==> src/rtl/xlr8_pcint_pkg.sv <==
// xlr8_pcint_pkg: shared constants and address-range helper for the pin-change port
package xlr8_pcint_pkg;

    localparam logic [7:0] DM_BASE    = 8'h60;
    localparam int         ARM_CYCLES = 3;

    // Registers at or above DM_BASE live in data memory rather than I/O space
    function automatic logic dm_loc(input logic [7:0] addr);
        return addr >= DM_BASE;
    endfunction

endpackage

==> src/rtl/xlr8_pcint_filt.sv <==
// xlr8_pcint_filt: per-pin synchroniser, glitch filter and previous-level flop
//   clk, rstn  : clock, asynchronous active-low reset
//   pin        : raw asynchronous pad input
//   pcflt      : filter length in cycles (0 or 1 means no filtering)
//   pcflt_we   : filter length is being written; restarts the count
//   armed      : edge detection enabled; until then flt/prev follow pin_sync
//   flt, prev  : filtered level and its value one cycle earlier
module xlr8_pcint_filt #(
    parameter int FILT_W = 4
) (
    input  logic              clk,
    input  logic              rstn,
    input  logic              pin,
    input  logic [FILT_W-1:0] pcflt,
    input  logic              pcflt_we,
    input  logic              armed,
    output logic              flt,
    output logic              prev
);

    logic [1:0]        sync;
    logic [FILT_W-1:0] cnt;
    logic              pin_sync;

    assign pin_sync = sync[1];

    always_ff @(posedge clk or negedge rstn) begin
        if (!rstn) begin
            sync <= '0;
            cnt  <= '0;
            flt  <= 1'b0;
            prev <= 1'b0;
        end else begin
            sync <= {sync[0], pin};
            // While arming, prev follows pin_sync too so a pin that is high
            // out of reset does not look like a fresh rising edge once armed.
            prev <= armed ? flt : pin_sync;
            if (!armed || pcflt <= FILT_W'(1)) begin
                flt <= pin_sync;
                cnt <= '0;
            end else if (pin_sync == flt) begin
                cnt <= '0;
            end else if (cnt == pcflt - 1'b1) begin
                flt <= pin_sync;
                cnt <= '0;
            end else begin
                cnt <= cnt + 1'b1;
            end
            if (pcflt_we) cnt <= '0;
        end
    end

endmodule

==> src/rtl/xlr8_pcint_port.sv <==
// xlr8_pcint_port: filtered pin-change detector for one GPIO port, one-cycle pc_int pulse
//   clk, rstn        : clock, asynchronous active-low reset
//   adr, iowe, iore  : AVR I/O bus address and strobes
//   ramadr, ramwe,
//   ramre, dm_sel    : data-memory bus address, strobes and select
//   dbus_in/dbus_out : write data / read data (zero when not selected)
//   out_en           : one of this block's registers is being read
//   pin_in           : raw pad inputs
//   pc_int           : one-cycle pulse per cycle with an enabled edge
//   pin_state        : filtered pin levels
module xlr8_pcint_port
    import xlr8_pcint_pkg::*;
#(
    parameter int WIDTH          = 8,
    parameter int FILT_W         = 4,
    parameter int PCRISE_Address = 0,
    parameter int PCFALL_Address = 0,
    parameter int PCFLT_Address  = 0,
    parameter int PCPIN_Address  = 0
) (
    input  logic             clk,
    input  logic             rstn,
    input  logic [5:0]       adr,
    input  logic             iowe,
    input  logic             iore,
    input  logic [7:0]       dbus_in,
    output logic [7:0]       dbus_out,
    output logic             out_en,
    input  logic [7:0]       ramadr,
    input  logic             ramre,
    input  logic             ramwe,
    input  logic             dm_sel,
    input  logic [WIDTH-1:0] pin_in,
    output logic             pc_int,
    output logic [WIDTH-1:0] pin_state
);

    localparam logic [7:0] RISE_A = 8'(PCRISE_Address);
    localparam logic [7:0] FALL_A = 8'(PCFALL_Address);
    localparam logic [7:0] FLT_A  = 8'(PCFLT_Address);
    localparam logic [7:0] PIN_A  = 8'(PCPIN_Address);

    logic [WIDTH-1:0]  pcrise, pcfall, prev;
    logic [FILT_W-1:0] pcflt;
    logic [1:0]        arm;
    logic              armed;
    logic              rise_we, fall_we, flt_we;
    logic              rise_re, fall_re, flt_re, pin_re;

    function automatic logic sel(input logic [7:0] a, input logic [7:0] ra,
                                 input logic [5:0] ia, input logic ds,
                                 input logic dm_str, input logic io_str);
        return dm_loc(a) ? (ds && ra == a && dm_str) : (ia == a[5:0] && io_str);
    endfunction

    assign rise_we = sel(RISE_A, ramadr, adr, dm_sel, ramwe, iowe);
    assign fall_we = sel(FALL_A, ramadr, adr, dm_sel, ramwe, iowe);
    assign flt_we  = sel(FLT_A,  ramadr, adr, dm_sel, ramwe, iowe);
    assign rise_re = sel(RISE_A, ramadr, adr, dm_sel, ramre, iore);
    assign fall_re = sel(FALL_A, ramadr, adr, dm_sel, ramre, iore);
    assign flt_re  = sel(FLT_A,  ramadr, adr, dm_sel, ramre, iore);
    assign pin_re  = sel(PIN_A,  ramadr, adr, dm_sel, ramre, iore);

    assign out_en   = rise_re | fall_re | flt_re | pin_re;
    assign dbus_out = ({8{rise_re}} & 8'(pcrise)) | ({8{fall_re}} & 8'(pcfall)) |
                      ({8{flt_re}}  & 8'(pcflt))  | ({8{pin_re}}  & 8'(pin_state));

    assign armed = arm == 2'(ARM_CYCLES);

    for (genvar i = 0; i < WIDTH; i++) begin : g_pin
        xlr8_pcint_filt #(.FILT_W(FILT_W)) u_filt (
            .clk      (clk),
            .rstn     (rstn),
            .pin      (pin_in[i]),
            .pcflt    (pcflt),
            .pcflt_we (flt_we),
            .armed    (armed),
            .flt      (pin_state[i]),
            .prev     (prev[i])
        );
    end

    always_ff @(posedge clk or negedge rstn) begin
        if (!rstn) begin
            pcrise <= '0;
            pcfall <= '0;
            pcflt  <= '0;
            arm    <= '0;
            pc_int <= 1'b0;
        end else begin
            if (rise_we) pcrise <= dbus_in[WIDTH-1:0];
            if (fall_we) pcfall <= dbus_in[WIDTH-1:0];
            if (flt_we)  pcflt  <= dbus_in[FILT_W-1:0];
            if (!armed)  arm    <= arm + 2'd1;
            // Enables are sampled before any same-cycle write lands
            pc_int <= armed && |((pin_state & ~prev & pcrise) | (~pin_state & prev & pcfall));
        end
    end

endmodule

==> config.mk <==
export PLATFORM = sky130hd
export DESIGN_NAME = xlr8_pcint_port
export DESIGN_NICKNAME = d
export VERILOG_FILES = /design/src/rtl/xlr8_pcint_pkg.sv /design/src/rtl/xlr8_pcint_filt.sv /design/src/rtl/xlr8_pcint_port.sv
export SDC_FILE = /design/constraint.sdc
export NUM_CORES = 1
export LEC_CHECK = 0
export ABC_AREA = 1
export CORE_MARGIN = 2
export CORE_UTILIZATION = 40
export CTS_CLUSTER_DIAMETER = 30
export DETAILED_ROUTE_END_ITERATION = 16
export GPL_TIMING_DRIVEN = 0
export SYNTH_ARGS = -nofsm -noshare
export SYNTH_HDL_FRONTEND = slang
export SYNTH_SLANG_ARGS = --single-unit
==> constraint.sdc <==
create_clock -name clk -period 2.7 [get_ports clk]
set_clock_uncertainty 0.1 [all_clocks]
set_input_delay 0.54 -clock clk [delete_from_list [all_inputs] [get_ports clk]]
set_output_delay 0.54 -clock clk [all_outputs]
set_load 0.02 [all_outputs]
==> key figures <==
Cells and area
  – NumNets Final: 575
  – Layout cells sized above 1: 7.533%
  – Area growth syn-to-layout: 20.57%
  – Antenna cell count: 0
  – Final Util: 49.92%

Clocking
  – TritonCTS buffer count: 9
  – Maximum root-to-sink buffer count: 2
  – CTS Sinks: 75
  – Number of H-tree levels: 3
  – Clk_lat worst skew: 0.35 ns
  – CTS Hold Bufs: 0
  – CTS tree: built
  – Root buffer cell: clkbuf_8
  – Clock-pin slew on the worst setup and hold paths: 0.08 ns

Detailed routing
  – Total number of vias: 3131
  – DR WL/cell: 13.19 um
  – First-pass iteration count of the detailed router: 4
  – DRC violations left: 0
  – Via density: 4.744
  – DR iter-0 viols: 171
  – Antenna Nets Post-Route: 0
  – WL final: 8704 um

Setup path
  – Worst Path Buf+Inv: 3
  – R2r setup slk: 0.55 ns
  – Cell Chain, Critical Path: clkdlybuf4s50_1 > nor2_1 > nand4_1 > buf_4 > a21oi_1 > dlygate4sd2_1
  – Max incr delay on CP: 0.41 ns
  – Arrival @ worst endpoint: 1.94 ns
  – Critical path class: input pin to output port
  – FF-to-FF path depth: 12
  – Family with the most delay on the worst path: buffers and inverters
  – Reg-to-Reg Start: pcflt[0]
  – Slowest stage cell, crit path: clkdlybuf4s50_1
  – Worst path required time: 2.06 ns
  – CP Max Fanout: 9
  – Reg2reg end: g_pin[3].u_filt.flt
  – WP depth: 6
  – Crit path launch type: input pin
  – Crit path capture: dbus_out[2]
  – Worst Setup End Kind: output port
  – CP startpoint: adr[1]

Synthesis
  – Sequential area share after synthesis: 48.83%
  – Netlist Area Pre-Place: 3844 um2
  – XOR/XNOR Fraction of Synth Area: 6.836%
  – Mean Syn Cell Area: 8.161 um2
  – Simple-Gate Fraction of Synth Area: 28.19%
  – Post-synthesis compound-gate area fraction: 4.915%
  – Mux share of post-synthesis cell area: 0%
  – Post-Synth Adder-Cell Area: 3.581%
  – Largest family of logic cells by synthesized area: simple AND/OR/NAND/NOR gates
  – Library cells used by synthesis: 26
  – Synth Instances: 471
  – Synth Register Bits: 75
  – Synth warn: 0
  – Net Count, Synth: 519

STA
  – Period utilization: 95.40%
  – FMAX: 0.3882 GHz
  – Tightest Pin Transition: 0.4842 ns
  – Unrepaired setup endpoints after global routing: false
  – Pins Over Slew Limit: 0
  – Final hold vios: 0
  – Fin crit period: 2.576 ns
  – Relative slew margins: 67.72%
  – Fin Setup TNS: 0 ns
  – Final setup viols: 0

Floorplanning
  – Die height: 102.0 um
  – IO Count: 55
  – CORE AREA: 9284 um2
  – Floorplan row count: 35
  – Die area: 10410 um2
  – Die Wd: 102.0 um
  – Starting Density: 41.40%

Placed design
  – Final HPWL DP: 6264 um
  – IO Port Bufs: 43
  – Gpl congestion: 0.7742

Job
  – Max Cap Viol: 0

GRT
  – Vias in the first global route: 3009
  – Total track usage: 18.31%
  – Antenna violations before repair: 0
  – Global-route wire length before repair: 14750 um
  – Largest net degree at the start of global routing: 43
  – Grt ovf: 0

Pwr
  – Worst vdd ir: 0.4263 mV
  – PD cells: 900.9 nW/um2
  – Leak pwr: 0.002381 uW

Worst hold path
  – Worst min-delay path class: input pin to asynchronous set/reset pin

Run status
  – Status: complete, no violations
synth_stat cells:
cell      count  area share, %
inv_8         1           0.29
nand3_2       3           0.78
inv_2         1          0.098
clkbuf_1      2           0.20
buf_6         2           0.59
inv_1        47            4.6
nand2_2       3           0.49
buf_2         1           0.13
or2_1         1           0.16
dfrtp_1      75             49
xor2_1       18            4.1
nand4_1       4           0.65
xnor2_1      12            2.7
nand3_1      49            6.4
a31oi_4       1           0.55
a21oi_1      12            1.6
nand3b_1      3           0.59
o21a_1        1           0.20
o21ai_1       1           0.13
nor3_1        1           0.13
ha_1         11            3.6
buf_4         9            1.8
nand2_1     128             12
o21ai_0      19            2.5
nor2_1       65            6.3
nor2_2        1           0.16
routing by layer:
metal	part of all wire, %	routed length (um)	up-vias	global-route usage, %
li1	-	-	1589	-
met4	1.0	91	0	4.718
met3	4.2	369	10	4.104
met5	0	0	-	0
met1	49	4236	1474	25.66
met2	46	4007	58	29.00
through the flow:
stage	hold WS [ns]	worst slack (ns)	total power [uW]	instance area, um2	std cells
after floorplan	0.1444	0.7326	2859	3844	471
after CTS	0.04279	0.02700	4200	4632	660
after global placement	0.2322	-1.676	3309	4436	643
after detailed placement	0.2347	-0.4706	3362	4453	644
final	0.02488	0.1242	4175	4634	660
after global routing	0.06355	0.01875	4522	4634	660
cell families (layout without fill, tap and decap cells):
logic type                 after synthesis  after routing
DFF                                     75             75
AOI/OAI and AO/OA                       34             34
buffers and inverters                   63            123
and+or+nand+nor                        258            258
xor gates and xnor gates                30             30
adders and majority gates               11             11
area by class of cell:
type                    count  area, um2
fillers                   932       4649
flip-flops and latches     75       1877
multi-input cells         333       1673
repair buffers             45      447.9
inverters                  49      191.4
well taps                 129      161.4
clock buffers               9      123.9
plain buffers              14      102.6
clock inverters             6      57.56
report_power, final:
group / internal [uW] / switching [uW]
sequential: 1420 / 343
combinational: 715 / 865
clock: 415 / 418
cells in the final DEF, fill, tap and decap left out, types with 4 or more instances in the layout:
master           instances
xnor2_1                 12
nand3_1                 49
clkdlybuf4s50_1         33
clkinv_2                 4
o21ai_0                 19
clkbuf_8                 9
a21oi_1                 12
inv_1                   47
nand4_1                  4
nor2_1                  65
ha_1                    11
dfrtp_1                 75
xor2_1                  18
buf_4                   11
dlygate4sd2_1            8
nand2_1                128
how the worst min path moves through the flow:
stage / startpoint / endpoint / slack [ns] / cells after the start
6_report: rstn / g_pin[4].u_filt.sync[1] / 0.02 / 1
4_1_cts: rstn / g_pin[4].u_filt.sync[1] / 0.04 / 1
3_3_place_gp: g_pin[7].u_filt.sync[0] / g_pin[7].u_filt.sync[1] / 0.23 / 0
2_1_floorplan: rstn / arm[0] / 0.14 / 0
5_1_grt: rstn / g_pin[3].u_filt.flt / 0.06 / 1
3_5_place_dp: g_pin[1].u_filt.sync[0] / g_pin[1].u_filt.sync[1] / 0.23 / 0
sequential cells by signal, summed over array words and instances (netlist names):
| name | cells |
|---|---|
| g_pin.u_filt.sync | 16 |
| arm | 2 |
| g_pin.u_filt.flt | 8 |
| g_pin.u_filt.cnt | 32 |
| pcflt | 3 |
| pcrise | 5 |
| g_pin.u_filt.prev | 8 |
| pc_int | 1 |
timing repair:
action / CTS / global route
setup buffers: 1 / 0
resized for setup: 8 / 1
pin swaps: 1 / 0
setup endpoints to repair: 9 / 1
No activity file was read; power rests on OpenSTA's default activity.
